--- config.mk ---
export PLATFORM = sky130hd
export DESIGN_NAME = shift_seq8
export DESIGN_NICKNAME = d
export VERILOG_FILES = /design/src/rtl/shift_seq8_pkg.sv /design/src/rtl/shift_seq8_step.sv /design/src/rtl/shift_seq8.sv
export SDC_FILE = /design/constraint.sdc
export NUM_CORES = 1
export LEC_CHECK = 0
export BUFFER_PORTS_ARGS = -buffer_cell sky130_fd_sc_hd__buf_2
export CORE_MARGIN = 2
export CORE_UTILIZATION = 38
export DETAILED_ROUTE_END_ITERATION = 7
export PLACE_DENSITY_LB_ADDON = 0.2
export SLEW_MARGIN = 20
export SYNTH_ARGS = -nofsm -noshare
export SYNTH_HDL_FRONTEND = slang
export SYNTH_SLANG_ARGS = --single-unit
--- constraint.sdc ---
create_clock -name clk -period 2.1 [get_ports clk]
set_input_delay 0.21 -clock clk [delete_from_list [all_inputs] [get_ports clk]]
set_output_delay 0.21 -clock clk [all_outputs]
set_load 0.02 [all_outputs]
--- src/rtl/shift_seq8_pkg.sv ---
// shift_seq8_pkg: shared op encodings, FSM states and the per-cycle step limit
// for the shift_seq8 sequencer and its shifter8_step datapath.
package shift_seq8_pkg;

  // Operation encodings on the op port.
  localparam logic [1:0] OP_LSL = 2'b00;
  localparam logic [1:0] OP_LSR = 2'b01;
  localparam logic [1:0] OP_ASR = 2'b10;
  localparam logic [1:0] OP_ROR = 2'b11;

  // Largest shift the step shifter can apply in one cycle (2-bit shamt).
  localparam int MAX_STEP = 3;

  typedef enum logic [1:0] {
    ST_IDLE  = 2'b00,
    ST_SHIFT = 2'b01,
    ST_DONE  = 2'b10
  } state_e;

  // Portion of the remaining count that can be applied this cycle.
  function automatic logic [1:0] step_of(input logic [2:0] rem);
    if (rem > 3'(MAX_STEP)) begin
      return 2'(MAX_STEP);
    end
    return rem[1:0];
  endfunction

endpackage

--- src/rtl/shift_seq8_step.sv ---
// shifter8_step: combinational 8-bit shifter, 0..3 positions per call.
// Rotate-right support is built only when SHIFT_SEQ8_ROR_EN is defined;
// otherwise op=11 passes the operand through (the sequencer never uses it).
module shifter8_step
  import shift_seq8_pkg::*;
(
  input  logic [7:0] d_in,
  input  logic [1:0] op,
  input  logic [1:0] shamt,
  output logic [7:0] d_out
);

`ifdef SHIFT_SEQ8_ROR_EN
  // Doubled operand: the low byte of a right shift is the rotate result.
  logic [15:0] rot_wide;
  assign rot_wide = {d_in, d_in} >> shamt;
`endif

  // Select the shift flavour; fills follow the operation's fill rule.
  always_comb begin
    d_out = d_in;
    case (op)
      OP_LSL:  d_out = d_in << shamt;
      OP_LSR:  d_out = d_in >> shamt;
      OP_ASR:  d_out = 8'($signed(d_in) >>> shamt);
`ifdef SHIFT_SEQ8_ROR_EN
      OP_ROR:  d_out = rot_wide[7:0];
`endif
      default: d_out = d_in;
    endcase
  end

endmodule

--- src/rtl/shift_seq8.sv ---
// shift_seq8: start/done sequencer applying a 0..7 bit shift through a
// 3-bit-per-cycle step shifter, accumulating into the result register.
// Optional feature: SHIFT_SEQ8_ROR_EN enables rotate right (op=11); without
// it op=11 completes in one edge with d_out=d_in and err=1.
module shift_seq8
  import shift_seq8_pkg::*;
#(
  parameter int WIDTH    = 8,
  parameter int MAX_STEP = 3
) (
  input  logic             clk,
  input  logic             reset_n,
  input  logic             start,
  input  logic [1:0]       op,
  input  logic [2:0]       shamt,
  input  logic [WIDTH-1:0] d_in,
  output logic [WIDTH-1:0] d_out,
  output logic             busy,
  output logic             done,
  output logic             err
);

  state_e           state_reg, state_next;
  logic [WIDTH-1:0] data_reg, data_next;
  logic [2:0]       rem_reg, rem_next;
  logic [1:0]       op_reg, op_next;
  logic             err_reg, err_next;
  logic [1:0]       step;
  logic [2:0]       rem_after;
  logic [7:0]       step_out;

  // Clamp each cycle's shift to what the step shifter can do.
  assign step      = (rem_reg > 3'(MAX_STEP)) ? 2'(MAX_STEP) : rem_reg[1:0];
  assign rem_after = rem_reg - {1'b0, step};

  shifter8_step u_step (
    .d_in  (data_reg),
    .op    (op_reg),
    .shamt (step),
    .d_out (step_out)
  );

  // State and datapath registers with synchronous active-low reset.
  always_ff @(posedge clk) begin
    if (!reset_n) begin
      state_reg <= ST_IDLE;
      data_reg  <= '0;
      rem_reg   <= '0;
      op_reg    <= OP_LSL;
      err_reg   <= 1'b0;
    end else begin
      state_reg <= state_next;
      data_reg  <= data_next;
      rem_reg   <= rem_next;
      op_reg    <= op_next;
      err_reg   <= err_next;
    end
  end

  // Next-state logic: accept in IDLE, step in SHIFT, pulse done in DONE.
  always_comb begin
    state_next = state_reg;
    data_next  = data_reg;
    rem_next   = rem_reg;
    op_next    = op_reg;
    err_next   = err_reg;
    case (state_reg)
      ST_IDLE: begin
        if (start) begin
          data_next = d_in;
          op_next   = op;
          rem_next  = shamt;
          err_next  = 1'b0;
`ifndef SHIFT_SEQ8_ROR_EN
          if (op == OP_ROR) begin
            // Unsupported rotate: report it, leave the operand untouched.
            rem_next   = '0;
            err_next   = 1'b1;
            state_next = ST_DONE;
          end else
`endif
          if (shamt == 3'd0) begin
            state_next = ST_DONE;
          end else begin
            state_next = ST_SHIFT;
          end
        end
      end
      ST_SHIFT: begin
        data_next = step_out;
        rem_next  = rem_after;
        if (rem_after == 3'd0) begin
          state_next = ST_DONE;
        end
      end
      ST_DONE: begin
        state_next = ST_IDLE;
      end
      default: begin
        state_next = ST_IDLE;
      end
    endcase
  end

  assign d_out = data_reg;
  assign busy  = (state_reg == ST_SHIFT);
  assign done  = (state_reg == ST_DONE);
  assign err   = (state_reg == ST_DONE) && err_reg;

endmodule

# Yosys cells after proc, flatten, opt, wreduce, memory -nomap -nowiden
# Cells that the tools add are included.
[totals]
reg_bits = 16
inputBits = 16
wordCells = 41
[op_classes]
add_sub_neg = 1
magnitude_cmp = 1
n_eq_ne = 8
n_shift = 3
n_mux = 13
n_reduce_logical = 10
[op_table]
columns = ["cell", "n"]
rows = [
  ["$pmux W8 S3", 1],
  ["$pmux W8 S2", 1],
  ["$mux W2", 5],
  ["$mux W8", 1],
  ["$shl A8 B2 Y8", 1],
  ["$shr A8 B2 Y8", 1],
  ["$sshr A8 B2 Y8", 1],
  ["$eq A2 B2 Y1 const B", 3],
  ["$logic_not A3 Y1", 2],
  ["$mux W3", 2],
  ["$pmux W3 S2", 1],
  ["$reduce_and A2 Y1", 3],
  ["$eq A2 B1 Y1 const B", 2],
  ["$logic_not A2 Y1", 2],
  ["$ne A4 B1 Y1 const B", 1],
  ["$pmux W2 S2", 1],
  ["$gt A3 B2 Y1 const B", 1],
  ["$reduce_and A3 Y1", 1],
  ["$sub A3 B2 Y3", 1],
  ["$ne A2 B1 Y1 const B", 1],
  ["$ne A2 B2 Y1 const B", 1],
  ["$reduce_bool A2 Y1", 1],
  ["$logic_and A1 B1 Y1", 1],
  ["$mux W1", 1],
]

# Logic depth before layout (Yosys ltp)
# Gate-level depths: netlist (run 1).
[logic_depth]
ltp_word = 6
mapped_depth = 9
ltp_nobuf = 7

# Modules after synthesis
# A second synthesis (run 1) with hierarchy kept.
[unflattened]
cells_unflattened = 172
area_unflattened_um2 = 1331.3
[modules_own_cells]
columns = ["mod", "n_inst", "cells_per_inst", "area_each_um2"]
rows = [
  ["shift_seq8", 1, 95, 824.5],
  ["shifter8_step", 1, 77, 506.7],
]

# Worst setup path before layout (run 1)
# Ideal clock, no wire load.
[synth_timing]
kind = "reg-to-reg"
start = "reg op_reg[0]"
end = "reg data_reg[0], in the netlist d_out[0]"
setup_time_ps = 65
arrival_time_ps = 1604
path_slack_ps = 431
path_stages_with_launch = 8
synth_period_minus_slack_ps = 1669
cell_sequence = "dfxtp_1 > inv_1 > ha_1 > buf_2 > or4_1 > o21ai_2 > a221oi_1 > nor2_1"
[synth_via]
elab_chain_len = 3
[synth_lines]
columns = ["element", "line", "source"]
rows = [
  ["start: declaration", "shift_seq8.sv:26", "logic [1:0] op_reg, op_next;"],
  ["start signal: assignment", "shift_seq8.sv:55", "op_reg <= op_next;"],
  ["$eq A2 B2 Y1, or another cell as far along", "shift_seq8_step.sv:22", "case (op)"],
  ["$pmux W8 S3 or $ne A4 B1 Y1 (tied branches)", "-", ""],
  ["$pmux W8 S2 or $reduce_and A3 Y1 (tied branches)", "-", ""],
  ["end signal: assignment", "shift_seq8.sv:53", "data_reg <= data_next;"],
  ["end: declaration", "shift_seq8.sv:24", "logic [WIDTH-1:0] data_reg, data_next;"],
]
# Parallel ways exist; a longest one is shown, timed or not.
# A chain may end at the register's enable or synchronous reset.

# Final worst setup path (run 1)
[layout_timing]
start = "reg rem_reg[0]"
end = "reg data_reg[4], in the netlist d_out[4]"
[layout_via]
elab_chain_len = 5
[layout_lines]
columns = ["element", "line", "source"]
rows = [
  ["start: declaration", "shift_seq8.sv:25", "logic [2:0] rem_reg, rem_next;"],
  ["start signal: assignment", "shift_seq8.sv:54", "rem_reg <= rem_next;"],
  ["$gt A3 B2 Y1", "shift_seq8.sv:33", "assign step = (rem_reg > 3'(MAX_STEP)) ? 2'(MAX_STEP) : rem_reg[1:0];"],
  ["$mux W2 (*)", "shift_seq8.sv:33", ""],
  ["$sshr A8 B2 Y8, or another cell as far along", "shift_seq8_step.sv:25", "OP_ASR: d_out = 8'($signed(d_in) >>> shamt);"],
  ["$pmux W8 S3 (*)", "shift_seq8_step.sv:22", ""],
  ["$pmux W8 S2 (*)", "shift_seq8.sv:67", "case (state_reg)"],
]
# Mark *: on every way between the ends. The rest lies on a longest branch, timed or not.

==> run metrics, run 1 <==
Slew Limit Headroom=54.3%; Fin Setup TNS=0 ns; Post-CTS Setup Inserts=0; Final Critical Period=1.92 ns; status=completed; H-tree depth=1; sequential cell fraction of total power=42.1%; slowest stage delay, CP=0.78 ns; WP buf/inv=0; drt first pass iters=4; syn nets=187; Boundary Pins=27; CP required=2.30 ns; CP Cell Sequence=and2b_1 > a2111oi_0 > a2111oi_0 > a211oi_1 > o22ai_1; root buffer cell=clkbuf_4; Detail Route Antenna Nets=0; Skew-Pair Late Insertion Delay=0.31 ns; P per Cell Area=630 nW/um^2; Slew Viols, Final=0; sw frac=39.5%; r2r startpoint=rem_reg[0]$_SDFFE_PN0P_; DR iter-0 viols=64; buffers added on ports=26; Most common cell on crit path=a2111oi_0; synth top area cells=dfxtp_1 (24%), o21ai_0 (4.8%), nor2b_1 (4.7%); CTS Buffer Depth=2; Hold Crit Depth=3; Max VDD drop=0.266 mV; RSZ-0062 raised after global routing=no; synthesized netlist cell count=167; Initial Util=39.9%; CP Max Fanout=20; maxcap violations=0; GRT Total Usage=18.8%; Yosys warning total=0; WS Path Type=reg2reg; clock network power share=23.9%; largest net degree at the start of global routing=22; chip width=63.4 um; most frequent cells in the layout=buf_2 (26), dfxtp_1 (16), o21ai_0 (13); ys async rst share=0%; Distinct cells, synth=53; final setup fails=0; register bit total from synthesis=16; cell family with most CP delay=flip-flops; CTS clock-pin slew for the worst setup and hold paths=0.11 ns; Fmax=522 MHz; post-route core utilization=45.1%; cell taking the most area after synthesis=dfxtp_1; EDFF count, synth=0; share of cells above drive strength 1=23.9%; CORE AREA=3360 um^2; Post-Route WL=3580 um; Crit-path slowest cell=dfxtp_1; GP Congestion=0.788; CTS tree=built; met2 usage=29.1%; Top Usage Layer GRT=met2; Critical Path AT=2.12 ns; clk_skew=0.00271 ns; Synth Flop Type=dfxtp_1; reg2reg setup slack=0.18 ns; CP endpoint kind=register; Sw Pwr=0.378 mW; Internal Power=0.579 mW; Num Clock Sinks=16; CTS Hold Buffers Added=0; Logic pwr share=34.1%; dpl hpwl=2570 um; Inserted Clock Buffers=3; sequential element share of the synthesized area=23.9%; vias in the first global route=1304; Worst Setup Start Kind=register; mapped cell area=1340 um^2; via count=1354; met1 GRT Util=26.2%; Hold EP=d_out[0]$_SDFFE_PN0P_; Largest register FFs=8; Avg Cell Area, Syn=8.04 um^2; FF-to-FF End=d_out[4]$_SDFFE_PN0P_; hold_sp=d_in[0]; Slew @ Worst Pin=0.685 ns; Row Count=21; vias per cell=5.79; NumNets Final=209; M3 GR Usage=3.04%; top-area cell type share of the netlist area=23.9%; ANT cells=0; DIE HEIGHT=63.4 um; LEAKAGE=0.566 nW; area growth from synthesis to layout=13.0%; period utilisation layout=91.2%; most common cell after layout, fill and taps aside=buf_2; die area=4020 um^2; DR WL/cell=15.3 um; post-CTS sizing=0; initial antenna violation count=0; first-pass GRT wire length=6130 um; Fin. Hold Viols=0; Min-Delay Path Class=in2reg; GR Overflow Total=0; reg2reg path depth=5; DRC=0
## cells in the mapped netlist (2+ instances only)
master and n:
a2111oi_0 3, a2111oi_1 2, a211oi_1 5, a21oi_1 10, a221oi_1 2, a222oi_1 3
a31oi_1 2, and2_1 2, and2b_1 2, buf_2 6, buf_6 3, clkbuf_1 4
dfxtp_1 16, ha_1 4, inv_1 6, mux2_1 2, mux2i_1 5, nand2_1 8
nand2b_1 4, nand3_1 3, nor2_1 9, nor2b_1 10, nor3_1 5, nor3b_1 2
o211ai_1 4, o21ai_0 13, o22a_1 2, o22ai_1 3, o31ai_1 3
## worst max-delay path by stage
stage                                        from                    end  slack, ns  depth (start not counted)
after detailed placement   op_reg[1]$_SDFFE_PN0P_  d_out[3]$_SDFFE_PN0P_       0.22                          7
final                     rem_reg[0]$_SDFFE_PN0P_  d_out[4]$_SDFFE_PN0P_       0.18                          5
after floorplan            op_reg[0]$_SDFFE_PN0P_  d_out[0]$_SDFFE_PN0P_       0.43                          7
after global placement     op_reg[0]$_SDFFE_PN0P_  d_out[3]$_SDFFE_PN0P_       0.22                          7
after CTS                  op_reg[1]$_SDFFE_PN0P_  d_out[3]$_SDFFE_PN0P_       0.20                          7
after global routing      rem_reg[0]$_SDFFE_PN0P_  d_out[4]$_SDFFE_PN0P_       0.01                          5
## tightest hold or removal path, stage by stage
cell and delay [ns]:
buf_2 0.08, a221oi_1 0.06, nor2_1 0.09
## routing by layer
metal / wire length, um / up-vias
met4: 57 / 0
met1: 1800 / 636
met3: 149 / 5
met2: 1580 / 33
met5: 0 / -
li1: - / 680
## metrics by stage
stage | cells | worst slack [ns] | total power [mW] | cell area (um^2) | hold slack (ns)
after floorplan | 167 | 0.431 | 0.640 | 1340 | 0.370
after global placement | 230 | 0.222 | 0.728 | 1480 | 0.481
after detailed placement | 230 | 0.224 | 0.730 | 1480 | 0.489
after CTS | 234 | 0.199 | 0.959 | 1520 | 0.159
after global routing | 234 | 0.0137 | 1.01 | 1520 | 0.189
final | 234 | 0.185 | 0.956 | 1520 | 0.159
## power groups by stage
stage	clock, mW	sequential [mW]	combinational (mW)
3_5_place_dp	0	0.408	0.322
6_report	0.228	0.403	0.326
4_1_cts	0.235	0.400	0.324
2_1_floorplan	0	0.392	0.249
3_3_place_gp	0	0.407	0.321
5_1_grt	0.243	0.410	0.362
## kinds of logic (layout without fill, tap and decap cells)
family                   count (synthesis)  count (layout)  synth area share (%)
flip-flops                              16              16                  23.9
multiplexers                             7               7                  5.41
buffers and inverters                   21              42                  8.39
adder cells (fa/ha/maj)                  4               4                  3.73
AND/OR/NAND/NOR                         51              51                  22.6
AO/OA/AOI/OAI                           68              68                  36.1
## layout make-up
cell class | instances | area (um^2)
Sequential cell | 16 | 320
Timing Repair Buffer | 31 | 168
Multi-Input combinational cell | 130 | 910
Clock buffer | 4 | 36.3
Tap cell | 46 | 57.6
Fill cell | 380 | 1850
Inverter | 7 | 26.3
(Power assumes the default switching activity.)
==> run 2: changes to the inputs <==
- SYNTH_HIERARCHICAL: unset -> 1
==> run 2 against run 1 <==
Hold slack improved by 0.043 ns; sequential share of layout area increased by 0.68 points; maximum frequency decreased by 1.5%; register-to-register slack got worse by 0.03 ns; first-iteration DRC count increased by 16%; count of clock-buffer cells in the layout decreased by 1; critical path depth increased by 2; critical endpoint is now d_out[3]$_SDFFE_PN0P_; largest cell class unchanged; largest power group is now combinational cells.
==> run metrics, run 2 <==
post-synthesis mux area share=12.5% (was 5.41%); syn nets=189 (was 187); CTS clock-pin slew for the worst setup and hold paths=0.09 ns (was 0.11 ns); clock network power share=15.7% (was 23.9%); Boundary Pins=27 (unchanged); synth top area cells=dfxtp_1 (24%), mux2i_1 (8.3%), nand2_1 (7.9%) (was dfxtp_1 (24%), o21ai_0 (4.8%), nor2b_1 (4.7%)); most frequent cells in the layout=nand2_1 (28), nor2_1 (28), buf_2 (26) (was buf_2 (26), dfxtp_1 (16), o21ai_0 (13)); DIE HEIGHT=63.2 um (was 63.4 um); GR Overflow Total=0 (unchanged); chip width=63.2 um (was 63.4 um); share of cells above drive strength 1=25.1% (was 23.9%); RSZ-0062 raised after global routing=no (unchanged); CP Cell Sequence=or2_2 > buf_4 > mux2_2 > a221oi_1 > nor2_1 > nand2_1 > a311oi_2 (was and2b_1 > a2111oi_0 > a2111oi_0 > a211oi_1 > o22ai_1); sw frac=40.6% (was 39.5%); DR WL/cell=13.6 um (was 15.3 um); Detail Route Antenna Nets=0 (unchanged); top-area cell type share of the netlist area=24.1% (was 23.9%); Min-Delay Path Class=in2reg (unchanged); ANT cells=0 (unchanged); CORE AREA=3360 um^2 (unchanged); FF-to-FF End=d_out[3]$_SDFFE_PN0P_ (was d_out[4]$_SDFFE_PN0P_); Worst Setup Start Kind=register (unchanged); first-pass GRT wire length=5450 um (was 6130 um); maxcap violations=0 (unchanged); synthesized netlist cell count=172 (was 167); slowest stage delay, CP=0.43 ns (was 0.78 ns); Crit-path slowest cell=dfxtp_1 (unchanged); cell taking the most area after synthesis=dfxtp_1 (unchanged); status=completed (unchanged); NumNets Final=210 (was 209); WS Path Type=reg2reg (unchanged); dpl hpwl=2480 um (was 2570 um); hold_sp=d_in[0] (unchanged); die area=3990 um^2 (was 4020 um^2); drt first pass iters=4 (unchanged); Slew Viols, Final=0 (unchanged); Synth Flop Type=dfxtp_1 (unchanged); Logic pwr share=44.8% (was 34.1%); hold_ws=0.202 ns (was 0.159 ns); Critical Path AT=2.08 ns (was 2.12 ns); LEAKAGE=0.611 nW (was 0.566 nW); initial antenna violation count=0 (unchanged); post-synthesis compound-gate area fraction=27.7% (was 36.1%); Internal Power=0.598 mW (was 0.579 mW); sequential cell fraction of total power=39.5% (was 42.1%); via count=1300 (was 1354); Post-Synth Simple-Gate Area=26.9% (was 22.6%); Post-Route WL=3220 um (was 3580 um); reg2reg path depth=7 (was 5); Hold EP=d_out[0]$_SDFFE_PN0P_ (unchanged); mapped cell area=1330 um^2 (was 1340 um^2); GRT Total Usage=16.8% (was 18.8%); Initial Util=39.6% (was 39.9%); DR iter-0 viols=74 (was 64); period utilisation layout=92.6% (was 91.2%); Adder-Cell Fraction of Synth Area=0.940% (was 3.73%); clk_skew=0.00810 ns (was 0.00271 ns); largest family of logic cells by synthesized area=compound AO/OA/AOI/OAI gates (unchanged); Slew Limit Headroom=63.1% (was 54.3%); CP required=2.24 ns (was 2.30 ns); vias in the first global route=1191 (was 1304); commonest cells in the netlist=nand2_1 (28), nor2_1 (28), dfxtp_1 (16) (was dfxtp_1 (16), o21ai_0 (13), a21oi_1 (10), nor2b_1 (10), nor2_1 (9)); Skew-Pair Late Insertion Delay=0.28 ns (was 0.31 ns); Row Count=21 (unchanged); Yosys warning total=6 (was 0); vias per cell=5.49 (was 5.79); largest net degree at the start of global routing=23 (was 22); Avg Cell Area, Syn=7.74 um^2 (was 8.04 um^2); Largest register FFs=8 (unchanged); r2r startpoint=rem_reg[2]$_SDFFE_PN0P_ (was rem_reg[0]$_SDFFE_PN0P_); root buffer cell=clkbuf_4 (unchanged); buffers added on ports=26 (unchanged); Fin Setup TNS=0 ns (unchanged); DRC=0 (unchanged); Hold Crit Depth=3 (unchanged); area growth from synthesis to layout=10.4% (was 13.0%); Fmax=514 MHz (was 522 MHz); Post-CTS Setup Inserts=0 (unchanged); Inserted Clock Buffers=3 (unchanged); CTS tree=built (unchanged); CP endpoint kind=register (unchanged); Slew @ Worst Pin=0.554 ns (was 0.685 ns); GP Congestion=0.778 (was 0.788); Fin. Hold Viols=0 (unchanged); Distinct cells, synth=45 (was 53); EDFF count, synth=0 (unchanged); Sw Pwr=0.410 mW (was 0.378 mW); setup ws final=0.155 ns (was 0.185 ns); sequential element share of the synthesized area=24.1% (was 23.9%); Seq. cell area=320 um^2 (unchanged); Post-Synth XOR/XNOR Area=0% (unchanged); CP Max Fanout=11 (was 20); Fill cells=380 (unchanged); CTS Hold Buffers Added=0 (unchanged); area of the multi-input gates=906 um^2 (was 910 um^2); H-tree depth=1 (unchanged); reg2reg setup slack=0.15 ns (was 0.18 ns); Final Critical Period=1.95 ns (was 1.92 ns); post-layout power=1.01 mW (was 0.956 mW); ys async rst share=0% (unchanged); P per Cell Area=685 nW/um^2 (was 630 nW/um^2); post-CTS sizing=0 (unchanged); Worst Setup Slack post-DPL=0.176 ns (was 0.224 ns); Max VDD drop=0.383 mV (was 0.266 mV); final setup fails=0 (unchanged); register bit total from synthesis=16 (unchanged); CTS Buffer Depth=2 (unchanged); Num Clock Sinks=16 (unchanged)
## run 2: power groups by stage
stage	registers, mW	clock network (mW)	logic (mW)
after global placement	0.404	0	0.447
after global routing	0.407	0.181	0.501
after floorplan	0.406	0	0.364
after detailed placement	0.406	0	0.452
final	0.398	0.158	0.452
after CTS	0.399	0.164	0.453
## run 2: routing by layer
| metal | global-route usage, % | wire length, um |
|---|---|---|
| met1 | 22.0 | 1500 |
| met2 | 28.3 | 1590 |
| met3 | 2.32 | 120 |
| met4 | 5.98 | 19 |
| met5 | 0 | 0 |
## run 2: critical path, delay by kind of cell, from the launching register on
family,cells,cell delay [ns]
muxes,1,0.36
buffers and inverters,1,0.24
AOI/OAI and AO/OA,2,0.31
DFF,1,0.43
and+or+nand+nor,3,0.45
## run 2: kinds of logic after synthesis
family / count (synthesis)
buf+inv: 17
fa+ha+maj: 1
simple gates: 78
flops: 16
compound gates: 45
mux: 15
## run 2: final cells by class
type | instances | share of cell area [%]
Inverter | 5 | 1.28
Multi-Input combinational cell | 139 | 61.6
Timing Repair Buffer | 28 | 9.87
Sequential cell | 16 | 21.8
Clock buffer | 3 | 1.53
Tap cell | 46 | 3.91
## run 2: worst max path at each step
stage	endpoint	cells past startpoint	startpoint	slack [ns]
after global placement	d_out[3]$_SDFFE_PN0P_	8	rem_reg[2]$_SDFFE_PN0P_	0.20
final	d_out[3]$_SDFFE_PN0P_	7	rem_reg[2]$_SDFFE_PN0P_	0.15
after CTS	d_out[3]$_SDFFE_PN0P_	7	rem_reg[2]$_SDFFE_PN0P_	0.15
after floorplan	d_out[6]$_SDFFE_PN0P_	9	rem_reg[2]$_SDFFE_PN0P_	0.32
after detailed placement	d_out[3]$_SDFFE_PN0P_	7	rem_reg[2]$_SDFFE_PN0P_	0.18
after global routing	d_out[3]$_SDFFE_PN0P_	8	rem_reg[2]$_SDFFE_PN0P_	0.002
## run 2: metrics by stage
step                instances  cell area (um^2)  utilization (%)
floorplan                 172              1330                -
global placement          234              1450             43.0
detailed placement        234              1450             43.0
CTS                       237              1470             43.7
global route              237              1470             43.7
finish                    237              1470             43.7
